`src/rtl/ip_tx.sv`:
```
// ip_tx: IPv4 encapsulation of the UDP transmit stream; the header checksum is computed before the upstream grant,
// and the UDP bytes pass through a 20-stage delay line so they follow the 20 header bytes without a gap.
module ip_tx #(
  parameter logic [31:0] LOCAL_IP = 32'hC0A8010A,
  parameter logic [7:0]  TTL      = 8'h80
) (
  input  logic        udp_send_clk,
  input  logic        rstn,
  input  logic [31:0] dest_ip,
  input  logic        udp_send_request,
  input  logic        udp_data_out_valid,
  input  logic [7:0]  udp_data_out,
  input  logic [15:0] udp_packet_length,
  output logic        ip_send_ready,
  output logic        ip_send_ack,
  input  logic        mac_send_ready,
  output logic        mac_send_request,
  output logic        ip_data_out_valid,
  output logic [7:0]  ip_data_out,
  output logic [15:0] ip_packet_length
);
  typedef enum logic [2:0] {IDLE, CHECKSUM, WAIT_MAC, READY, SEND_HEADER, SEND_PAYLOAD} state_t;
  state_t state, state_nxt;
  logic [15:0]  cnt, idx_nxt, ident, ident_q, csum;
  logic [31:0]  dest_q, sum;
  logic [16:0]  fold1, fold2;
  logic [7:0]   sr [20];
  logic [159:0] hdr, hdr_sh;
  logic [4:0]   sel;
  logic         last, shift;
  always_comb begin
    idx_nxt = cnt + 16'd1;
    last    = idx_nxt == ip_packet_length;
    shift   = (state == READY && udp_data_out_valid) || state == SEND_HEADER || state == SEND_PAYLOAD;
    fold1   = {1'b0, sum[15:0]} + {1'b0, sum[31:16]};
    fold2   = {1'b0, fold1[15:0]} + {16'd0, fold1[16]};
    hdr     = {8'h45, 8'h00, ip_packet_length, ident_q, 16'h4000, TTL, 8'h11, csum, LOCAL_IP, dest_q};
    sel     = state == READY ? 5'd0 : idx_nxt[4:0];
    hdr_sh  = hdr << {sel, 3'b000};
    state_nxt = state;
    case (state)
      IDLE:         state_nxt = udp_send_request ? CHECKSUM : IDLE;
      CHECKSUM:     state_nxt = cnt == 16'd2 ? WAIT_MAC : CHECKSUM;
      WAIT_MAC:     state_nxt = mac_send_ready ? READY : WAIT_MAC;
      READY:        state_nxt = udp_data_out_valid ? SEND_HEADER : READY;
      SEND_HEADER:  state_nxt = last ? IDLE : idx_nxt == 16'd20 ? SEND_PAYLOAD : SEND_HEADER;
      SEND_PAYLOAD: state_nxt = last ? IDLE : SEND_PAYLOAD;
      default:      state_nxt = IDLE;
    endcase
    mac_send_request  = state inside {WAIT_MAC, READY, SEND_HEADER, SEND_PAYLOAD};
    ip_send_ready     = state inside {READY, SEND_HEADER, SEND_PAYLOAD};
    ip_data_out_valid = state inside {SEND_HEADER, SEND_PAYLOAD};
  end
  always_ff @(posedge udp_send_clk)
    state <= !rstn ? IDLE : state_nxt;
  always_ff @(posedge udp_send_clk) begin
    if (!rstn) begin
      cnt              <= '0;
      ident            <= '0;
      ident_q          <= '0;
      csum             <= '0;
      dest_q           <= '0;
      sum              <= '0;
      ip_send_ack      <= 1'b0;
      ip_data_out      <= '0;
      ip_packet_length <= '0;
      for (int i = 0; i < 20; i++) sr[i] <= '0;
    end else begin
      ip_send_ack <= state == READY && udp_data_out_valid;
      if (shift) begin
        sr[0] <= udp_data_out;
        for (int i = 1; i < 20; i++) sr[i] <= sr[i-1];
      end
      case (state)
        IDLE: if (udp_send_request) cnt <= '0;
        CHECKSUM: begin
          cnt <= cnt + 16'd1;
          if (cnt == 16'd0) begin
            ip_packet_length <= udp_packet_length + 16'd20;
            dest_q           <= dest_ip;
            ident_q          <= ident;
          end
          if (cnt == 16'd1)
            sum <= 32'h4500 + 32'(ip_packet_length) + 32'(ident_q) + 32'h4000 + 32'({TTL, 8'h11})
                 + 32'(LOCAL_IP[31:16]) + 32'(LOCAL_IP[15:0]) + 32'(dest_q[31:16]) + 32'(dest_q[15:0]);
          if (cnt == 16'd2) csum <= ~fold2[15:0];
        end
        READY: if (udp_data_out_valid) begin
          cnt         <= '0;
          ip_data_out <= hdr_sh[159:152];
        end
        SEND_HEADER, SEND_PAYLOAD: begin
          if (last) begin
            ip_data_out <= '0;
            ident       <= ident + 16'd1;
          end else begin
            cnt         <= idx_nxt;
            ip_data_out <= idx_nxt < 16'd20 ? hdr_sh[159:152] : sr[19];
          end
        end
        default: ;
      endcase
    end
  end
endmodule

```
`config.mk`:
```
export PLATFORM = sky130hd
export DESIGN_NAME = ip_tx
export DESIGN_NICKNAME = d
export VERILOG_FILES = /design/src/rtl/ip_tx.sv
export SDC_FILE = /design/constraint.sdc
export NUM_CORES = 1
export LEC_CHECK = 0
export BUFFER_PORTS_ARGS = -buffer_cell sky130_fd_sc_hd__buf_2
export CAP_MARGIN = 20
export CELL_PAD_IN_SITES_DETAIL_PLACEMENT = 2
export CELL_PAD_IN_SITES_GLOBAL_PLACEMENT = 2
export CORE_MARGIN = 2
export CORE_UTILIZATION = 40
export CTS_CLUSTER_SIZE = 10
export DETAILED_ROUTE_END_ITERATION = 12
export GPL_TIMING_DRIVEN = 0
export HOLD_SLACK_MARGIN = 0.12
export PLACE_DENSITY_LB_ADDON = 0.25
export SLEW_MARGIN = 15
export SYNTH_ARGS = -nofsm -noshare
export SYNTH_HDL_FRONTEND = slang
export SYNTH_SLANG_ARGS = --single-unit
export TNS_END_PERCENT = 20
```
`constraint.sdc`:
```
create_clock -name udp_send_clk -period 6.6 [get_ports udp_send_clk]
set_clock_uncertainty 0.2 [all_clocks]
set_input_delay 0.99 -clock udp_send_clk [delete_from_list [all_inputs] [get_ports udp_send_clk]]
set_output_delay 0.99 -clock udp_send_clk [all_outputs]
set_load 0.02 [all_outputs]
```
Word-level counts from Yosys, hierarchy flattened
Memories as Yosys holds them, arrays and structs flattened.
Cells that the tools add are included.
{ "word_totals": {"reg_bits": 156, "latchBits": 0, "ram_bits": 160, "romBits": 0, "in_bits": 61, "output_inout_bits": 28, "wordCells": 117, "mem_count": 1} }
{ "mem_list": {"columns": ["memory", "depth", "word_bits", "rd", "rd_clocked_by_memory_dff", "write_ports", "line", "source"], "rows": [
  ["sr", 20, 8, 20, 0, 20, "27", "logic [7:0] sr [20];"]
]} }
{ "classes": {"addsub": 13, "mul": 0, "div_mod_pow": 0, "magnitude_cmp": 1, "eq_ne": 12, "n_shift": 1, "n_mux": 41, "n_bitwise": 21, "reduce_logical": 17} }
{ "op_table": {"columns": ["operator", "n"], "rows": [
  ["$mux W8", 23],
  ["$shl A159 B8 Y160", 1],
  ["$pmux W16 S4", 1],
  ["$mux W16", 3],
  ["$add A16 B1 Y16 const B", 2],
  ["$add A23 B16 Y24", 1],
  ["$add A22 B16 Y23", 1],
  ["$add A21 B9 Y22 const B", 1],
  ["$add A20 B16 Y21 const B", 1],
  ["$add A19 B16 Y20 const B", 1],
  ["$or A1 B1 Y1", 20],
  ["$add A18 B15 Y19 const B", 1],
  ["$add A17 B16 Y18", 1],
  ["$pmux W3 S6", 1],
  ["$add A15 B16 Y17 const A", 1],
  ["$add A16 B16 Y17", 1],
  ["$add A16 B1 Y16", 1],
  ["$add A16 B5 Y16 const B", 1],
  ["$eq A16 B1 Y1 const B", 1],
  ["$eq A16 B16 Y1", 1],
  ["$eq A16 B2 Y1 const B", 1],
  ["$eq A16 B5 Y1 const B", 1],
  ["$logic_not A16 Y1", 1],
  ["$lt A16 B5 Y1 const B", 1],
  ["other kinds (19)", 38]
]} }

Depth between registers and ports, before layout
Gate-level depths: netlist of run 1.
{ "depth": {"ltp_word": 8, "depth_mapped": 16, "mapped_depth_nobuf": 16} }

Worst setup path before layout of run 1
Ideal clock, no wire load.
{ "synth_timing": {"path_kind": "input to register", "from": "input rstn", "to": "memory sr[0][0] (enable)", "setup_time_ns": 1.322, "t_arrival_ns": 4.363, "required_time_ns": 5.078, "setup_slack_ns": 0.715, "stages": 4, "path_buffers": 3, "path_cell_list": "clkbuf_1 clkbuf_1 clkbuf_1 nand2_1"} }
{ "synth_rtl": {"columns": ["item", "line", "source"], "rows": [
  ["from (decl)", "8", "input logic rstn,"],
  ["to (decl)", "27", null]
]} }

Worst setup path after layout of run 1
{ "layout_timing": {"from": "register cnt[0]", "to": "register cnt[12]"} }
{ "layout_via": {"elab_chain_cells": 4, "word_cells_on_any_way": 6, "cone_classes": "1 x add/sub; 2 x eq/ne; 2 x mux; 1 x reduce/logical"} }
{ "layout_rtl": {"columns": ["item", "line", "source"], "rows": [
  ["from (decl)", "24", "logic [15:0] cnt, idx_nxt, ident, ident_q, csum;"],
  ["from (signal assigned)", "77", "cnt <= cnt + 16'd1;"],
  ["from (signal assigned)", "97", "cnt <= idx_nxt;"],
  ["$add A16 B1 Y16 (*)", "32, 77", null],
  ["$eq A16 B16 Y1", "33", "last = idx_nxt == ip_packet_length;"],
  ["$ne A2 B2 Y1 (no source line)", null, null],
  ["$reduce_and A4 Y1 (no source line)", null, null]
]} }
Every way passes the cells marked *; elsewhere a longest branch is shown, timed or not. The select of a mux whose other input is x is not followed.
A chain may end at the register's enable or synchronous reset.

==> results of run 1 <==
## metrics by stage
step | instances | area (um2) | setup TNS, ns
after global placement | 2248 | 17000 | -237.47
after detailed placement | 2251 | 17100 | 0
after global routing | 2319 | 18300 | 0
final | 2321 | 18300 | 0
after CTS | 2319 | 18300 | 0
after floorplan | 1636 | 15900 | 0
## cell type report
type	count	area, um2
Antenna cell	2	5.00
Clock buffer	60	1050
Tap cell	525	657
Sequential cell	303	7670
Timing Repair Buffer	90	503
Multi-Input combinational cell	1113	7400
Buffer	117	460
Clock inverter	8	138
Fill cell	4237	21200
Inverter	103	387
## sequential cells by signal (all words and copies together), names as in the netlist
| name | flops |
|---|---|
| sr | 160 |
| dest_q | 32 |
| sum | 19 |
| cnt | 16 |
| csum | 16 |
| ident | 16 |
| ident_q | 16 |
| ip_packet_length | 16 |
| ip_data_out | 8 |
| state | 3 |
| ip_send_ack | 1 |
## cell usage in the layout (no fill, tap or decap), types with 13 or more instances in the layout
cell and count:
nand2_1 206, edfxtp_1 160, and3_1 159, dfxtp_1 143, a21oi_1 114, clkbuf_1 113
buf_2 104, inv_1 103, nor2_1 80, o21ai_0 51, xnor2_1 49, ha_1 48
clkbuf_16 38, nor3_1 34, fa_1 32, nand3_1 27, xor2_1 27, a211oi_1 27
and2_1 23, mux2i_1 20, nor4_1 15, nand4_1 14, a32o_1 14, nand2b_1 13
## worst max-delay path, delay by kind of cell, from the launching register on
kind | cells | cell delay (ns)
AO/OA/AOI/OAI | 3 | 0.94
XOR/XNOR | 1 | 0.18
adder cells (fa/ha/maj) | 1 | 0.40
buffers and inverters | 6 | 1.91
flip-flops | 1 | 0.43
AND/OR/NAND/NOR | 3 | 1.46
## how the worst max path moves through the flow
stage / endpoint / startpoint
global placement: sr[0][11] / rstn
global route: cnt[13] / cnt[0]
CTS: cnt[13] / cnt[0]
detailed placement: cnt[6] / cnt[0]
floorplan: sr[0][0] / rstn
finish: cnt[12] / cnt[0]
## report_power, final
group	leakage [nW]	switching (W)	internal [W]
logic	4.11	0.000426	0.000228
registers	2.81	0.0000629	0.00205
clock network	0.572	0.000856	0.00119
## cells by family (layout without fill, tap and decap cells)
| logic type | Yosys count | in the layout | share of synthesized area |
|---|---|---|---|
| simple gates | 625 | 625 | 0.202 |
| flops | 303 | 303 | 0.482 |
| buf+inv | 220 | 378 | 0.0533 |
| other cells | 0 | 2 | 0 |
| compound gates | 307 | 307 | 0.125 |
| fa+ha+maj | 80 | 80 | 0.0780 |
| mux | 25 | 25 | 0.0175 |
| xor+xnor | 76 | 76 | 0.0419 |
## cells in the mapped netlist, drive strengths merged, types with 5 or more instances
master | count | share of area
o311ai | 7 | 0.0039
or4 | 6 | 0.0028
a22oi | 12 | 0.0057
and2 | 23 | 0.0090
nor3b | 8 | 0.0038
edfxtp | 160 | 0.30
ha | 48 | 0.038
a211oi | 27 | 0.013
or3 | 9 | 0.0035
nand2b | 13 | 0.0051
o21ai | 54 | 0.017
xnor2 | 49 | 0.027
a21oi | 114 | 0.036
a221oi | 5 | 0.0028
o21bai | 6 | 0.0028
fa | 32 | 0.040
a32o | 14 | 0.0088
xor2 | 27 | 0.015
nand4 | 15 | 0.0063
nand2 | 207 | 0.049
a31oi | 7 | 0.0028
nor2 | 80 | 0.019
clkbuf | 93 | 0.022
nor4 | 18 | 0.0088
nand3 | 29 | 0.0098
and3 | 159 | 0.063
inv | 103 | 0.024
o221ai | 5 | 0.0028
dfxtp | 143 | 0.18
a21o | 6 | 0.0028
buf | 24 | 0.0070
nor3 | 34 | 0.011
o22ai | 8 | 0.0031
o41ai | 6 | 0.0033
nor2b | 5 | 0.0020
mux2i | 20 | 0.013
## per-layer routing
metal  routed length [um]  vias up  track usage
met5                   13        -            0
met4                 2300        2        0.121
met2                29200      289        0.504
met3                 2450      106       0.0403
li1                     -     6098            -
met1                23100     6791        0.336
==> out/metrics.csv, run 1 <==
metric,value,unit
status,"finished, final reports clean",
Post-synth EDFFs,160,
CP Max Fanout,11,
pin count of the biggest net entering global routing,56,
port bufs,87,
"Seq/Total Area, Yosys",0.482,
Hold Crit Class,reg2reg,
Post-CTS Setup Repair Bufs,0,
max-slew violations,0,
Area growth syn-to-layout,14.9,%
hold endpoint,dest_q[11],
"Avg Cell Area, Syn",9.72,um2
Vias,13300,
CP Capture Type,register,
clock buffer depth,3,
ys flop type,edfxtp_1,
DRT Wirelength,57000,um
RSZ-0062 raised after global routing,no,
Leakage,7.50,nW
first-pass GRT wire length,88700,um
Slew HR,0.325,
slowest CP cell,or4_1,
initial antenna violation count,4,
synthesized area,15900,um2
die width,203,um
gr usage total,0.281,
drt pass-1 iters,5,
fin crit share,0.859,
layout cell share with drive strength beyond 1,0.0959,
worst hold margin,0.262,ns
Reg2Reg Depth,14,
DR iter-0 viols,735,
Max-cap violations,0,
Peak VDD IR,186,uV
Core ar.,39500,um2
Worst setup SP type,register,
# DRC,0,
Fmax achieved,0.176,GHz
NumNets Final,1907,
FF-to-FF Start,cnt[0],
number of global-route vias before repair,14800,
final worst slack,0.931,ns
synth warn,0,
Row Count,73,
Crit path largest cell delay,0.59,ns
average via count per standard cell,5.72,
Fin. Hold Viols,0,
Worst Hold Depth,2,
synth unique cells,73,
critical path class,reg2reg,
PnR Total Power,0.00481,W
die area,41400,um2
syn_nets,1777,
Overflow after GRT,0,
"Clk Latency, worst-skew pair",0.58,ns
starting density of the core,0.403,
hold path startpoint,dest_q[11],
CP dominant cell by count,clkbuf_1,
P per Cell Area,263,nW/um2
# setup viols final,0,
number of CTS-inserted buffers,38,
hpwl dp,41900,um
cts hold-fix bufs,0,
Die Span Y,203,um
Cells after Synth,1636,
post-synthesis async set-or-reset flop share,0,
flop-to-flop setup slack,0.93,ns
crit-path cells,"clkbuf_1, buf_2, inv_1, clkbuf_1, ha_1, clkbuf_1, xor2_1, or4_1, or4_1, a2111oi_4, nand2b_1, a21oi_1, buf_2, a32o_1",
Required @ worst endpoint,6.86,ns
CTS resizes,0,
worst-margin pin slew,0.999,ns
"Reg clk slew, reported paths",0.06,ns
CTS tree,yes,
ANT nets after route,0,
Ports,89,
routed length per instance,24.6,um
crit path DAT,5.93,ns
clock root cell,clkbuf_16,
H-tree levels,2,
final core occ,0.463,
GPL Wtd Cong,0.920,
R2R Path End,cnt[12],
clk sinks,303,
post-synthesis register bit count,303,
post-place setup slack,1.10,ns
minimum clock period,5.67,ns
No activity file was read; power rests on OpenSTA's default activity.
==> inputs of run 2 (changes only) <==
--- a/config.mk
+++ b/config.mk
@@ -10,7 +10,8 @@
 export CELL_PAD_IN_SITES_DETAIL_PLACEMENT = 2
 export CELL_PAD_IN_SITES_GLOBAL_PLACEMENT = 2
 export CORE_MARGIN = 2
-export CORE_UTILIZATION = 40
+export CORE_UTILIZATION = 41
+export CTS_BUF_LIST = sky130_fd_sc_hd__clkbuf_4
 export CTS_CLUSTER_SIZE = 10
 export DETAILED_ROUTE_END_ITERATION = 12
 export GPL_TIMING_DRIVEN = 0
==> run 2 against run 1 <==
Effect of this change: register-to-register slack improved by 0.03 ns; utilization rose by 0.94 points; critical path depth did not move; combinational power is 0.6% lower; die area fell by 2.4%; setup slack better by 0.030 ns; fmax up 0.54%; via count grew 1.4%; first-iteration DRC count is 10% higher; routed wire length decreased by 0.35%; clock-buffer cell count is 71 higher; clock power fell by 11%.
==> out/metrics.csv, run 2 (synthesized netlist as in run 1, its figures left out) <==
metric,value,unit
status,"finished, final reports clean",
clock root cell,clkbuf_4,
CTS resizes,0,
layout cell share with drive strength beyond 1,0.138,
Clock power frac,0.397,
P per Cell Area,252,nW/um2
Hold Crit Class,in2reg,
FF-to-FF Start,cnt[0],
Row Count,72,
CTS tree,yes,
Required @ worst endpoint,7.04,ns
Fmax achieved,0.177,GHz
"Clk Latency, worst-skew pair",0.80,ns
RSZ-0062 raised after global routing,no,
Reg power frac,0.461,
Slew HR,0.343,
CP Capture Type,register,
CP Launch Point,cnt[0],
"most common cell after layout, fill and taps aside",nand2_1,
CP Max Fanout,11,
initial antenna violation count,3,
routed length per instance,23.7,um
clk sinks,303,
PnR Total Power,0.00457,W
die width,201,um
Overflow after GRT,0,
hold path startpoint,udp_packet_length[2],
Post-CTS Setup Repair Bufs,0,
fin crit share,0.854,
Combinational Power Share,0.142,
Max-cap violations,0,
crit path DAT,6.08,ns
worst hold margin,0.227,ns
gr usage total,0.284,
Worst setup SP type,register,
Power Internal,0.00325,W
Ports,89,
DRT Wirelength,56800,um
Die Span Y,201,um
CP dominant cell by count,clkbuf_1,
"Reg clk slew, reported paths",0.06,ns
die area,40400,um2
cts hold-fix bufs,0,
clock buffer depth,3,
# setup viols final,0,
switching fraction of total power,0.289,
Sw Pwr,0.00132,W
worst-margin pin slew,0.978,ns
final setup TNS,0,ns
drt pass-1 iters,5,
minimum clock period,5.64,ns
number of CTS-inserted buffers,85,
pin count of the biggest net entering global routing,59,
H-tree levels,3,
crit-path cells,"clkbuf_1, buf_2, inv_1, clkbuf_1, ha_1, clkbuf_1, xor2_1, or4_1, or4_1, a2111oi_4, nand2b_1, a21oi_1, buf_2, a32o_1",
average via count per standard cell,5.63,
critical path class,reg2reg,
Leakage,7.58,nW
Fin. Hold Viols,0,
Core ar.,38500,um2
port bufs,87,
number of global-route vias before repair,15000,
max-slew violations,0,
Top Registers,"sr: 160 flops, dest_q: 32 flops, sum: 19 flops",
Area growth syn-to-layout,14.2,%
"commonest cells after routing, fill and taps aside","206 x nand2_1, 160 x edfxtp_1, 159 x and3_1",
first-pass GRT wire length,87900,um
ANT nets after route,0,
Crit path largest cell delay,0.58,ns
Top reg by flops,sr,
# DRC,0,
DR iter-0 viols,812,
slowest CP cell,or4_1,
Vias,13500,
NumNets Final,1953,
Peak VDD IR,170,uV
max FFs per register,160,
GPL Wtd Cong,0.916,
starting density of the core,0.413,
hpwl dp,42400,um
## run 2: power groups by stage
stage	Combinational (W)	Clock (W)	Sequential (W)
6_report	0.000649	0.00181	0.00211
2_1_floorplan	0.000407	0	0.00214
3_3_place_gp	0.000610	0	0.00216
4_1_cts	0.000651	0.00187	0.00211
3_5_place_dp	0.000644	0	0.00215
5_1_grt	0.000717	0.00198	0.00212
## run 2: worst paths after layout
check / end / slack (ns) / cells past startpoint
min reg2reg: dest_q[11] / 0.26 / 2
max: cnt[13] / 0.96 / 14
min: ip_packet_length[2] / 0.23 / 2
max reg2reg: cnt[13] / 0.96 / 14
## run 2: area by class of cell
type                       count  area [um2]
sequential                   303        7670
inverter                     103         387
clock inverter                17         128
antenna                        3        7.51
clock buffer                 131         983
tap                          518         648
fill                        4232       20300
multi-input combinational   1113        7400
buffer                       117         460
timing repair buffer          89         490
## run 2: routing by layer
metal / vias to the layer above / part of all wire / global-route usage
met4: 0 / 0.036 / 0.113
met1: 6818 / 0.41 / 0.335
met5: - / 0 / 0
met3: 121 / 0.043 / 0.0523
met2: 304 / 0.52 / 0.509
li1: 6228 / - / -
## run 2: critical path, delay by kind of cell, from the launching register on
kind	cells	cell delay (ns)
xor gates and xnor gates	1	0.18
buffers and inverters	6	1.89
adders and majority gates	1	0.41
AOI/OAI and AO/OA	3	0.97
and+or+nand+nor	3	1.45
DFF	1	0.39
## run 2: through the flow
stage                     cell area, um2   util  cells  setup WS (ns)
after floorplan                    15900      -   1636          0.715
after global placement             17000  0.442   2241          -1.40
after detailed placement           17000  0.443   2243           1.16
after CTS                          18200  0.472   2391           1.07
after global routing               18200  0.472   2393          0.743
final                              18200  0.472   2394          0.961
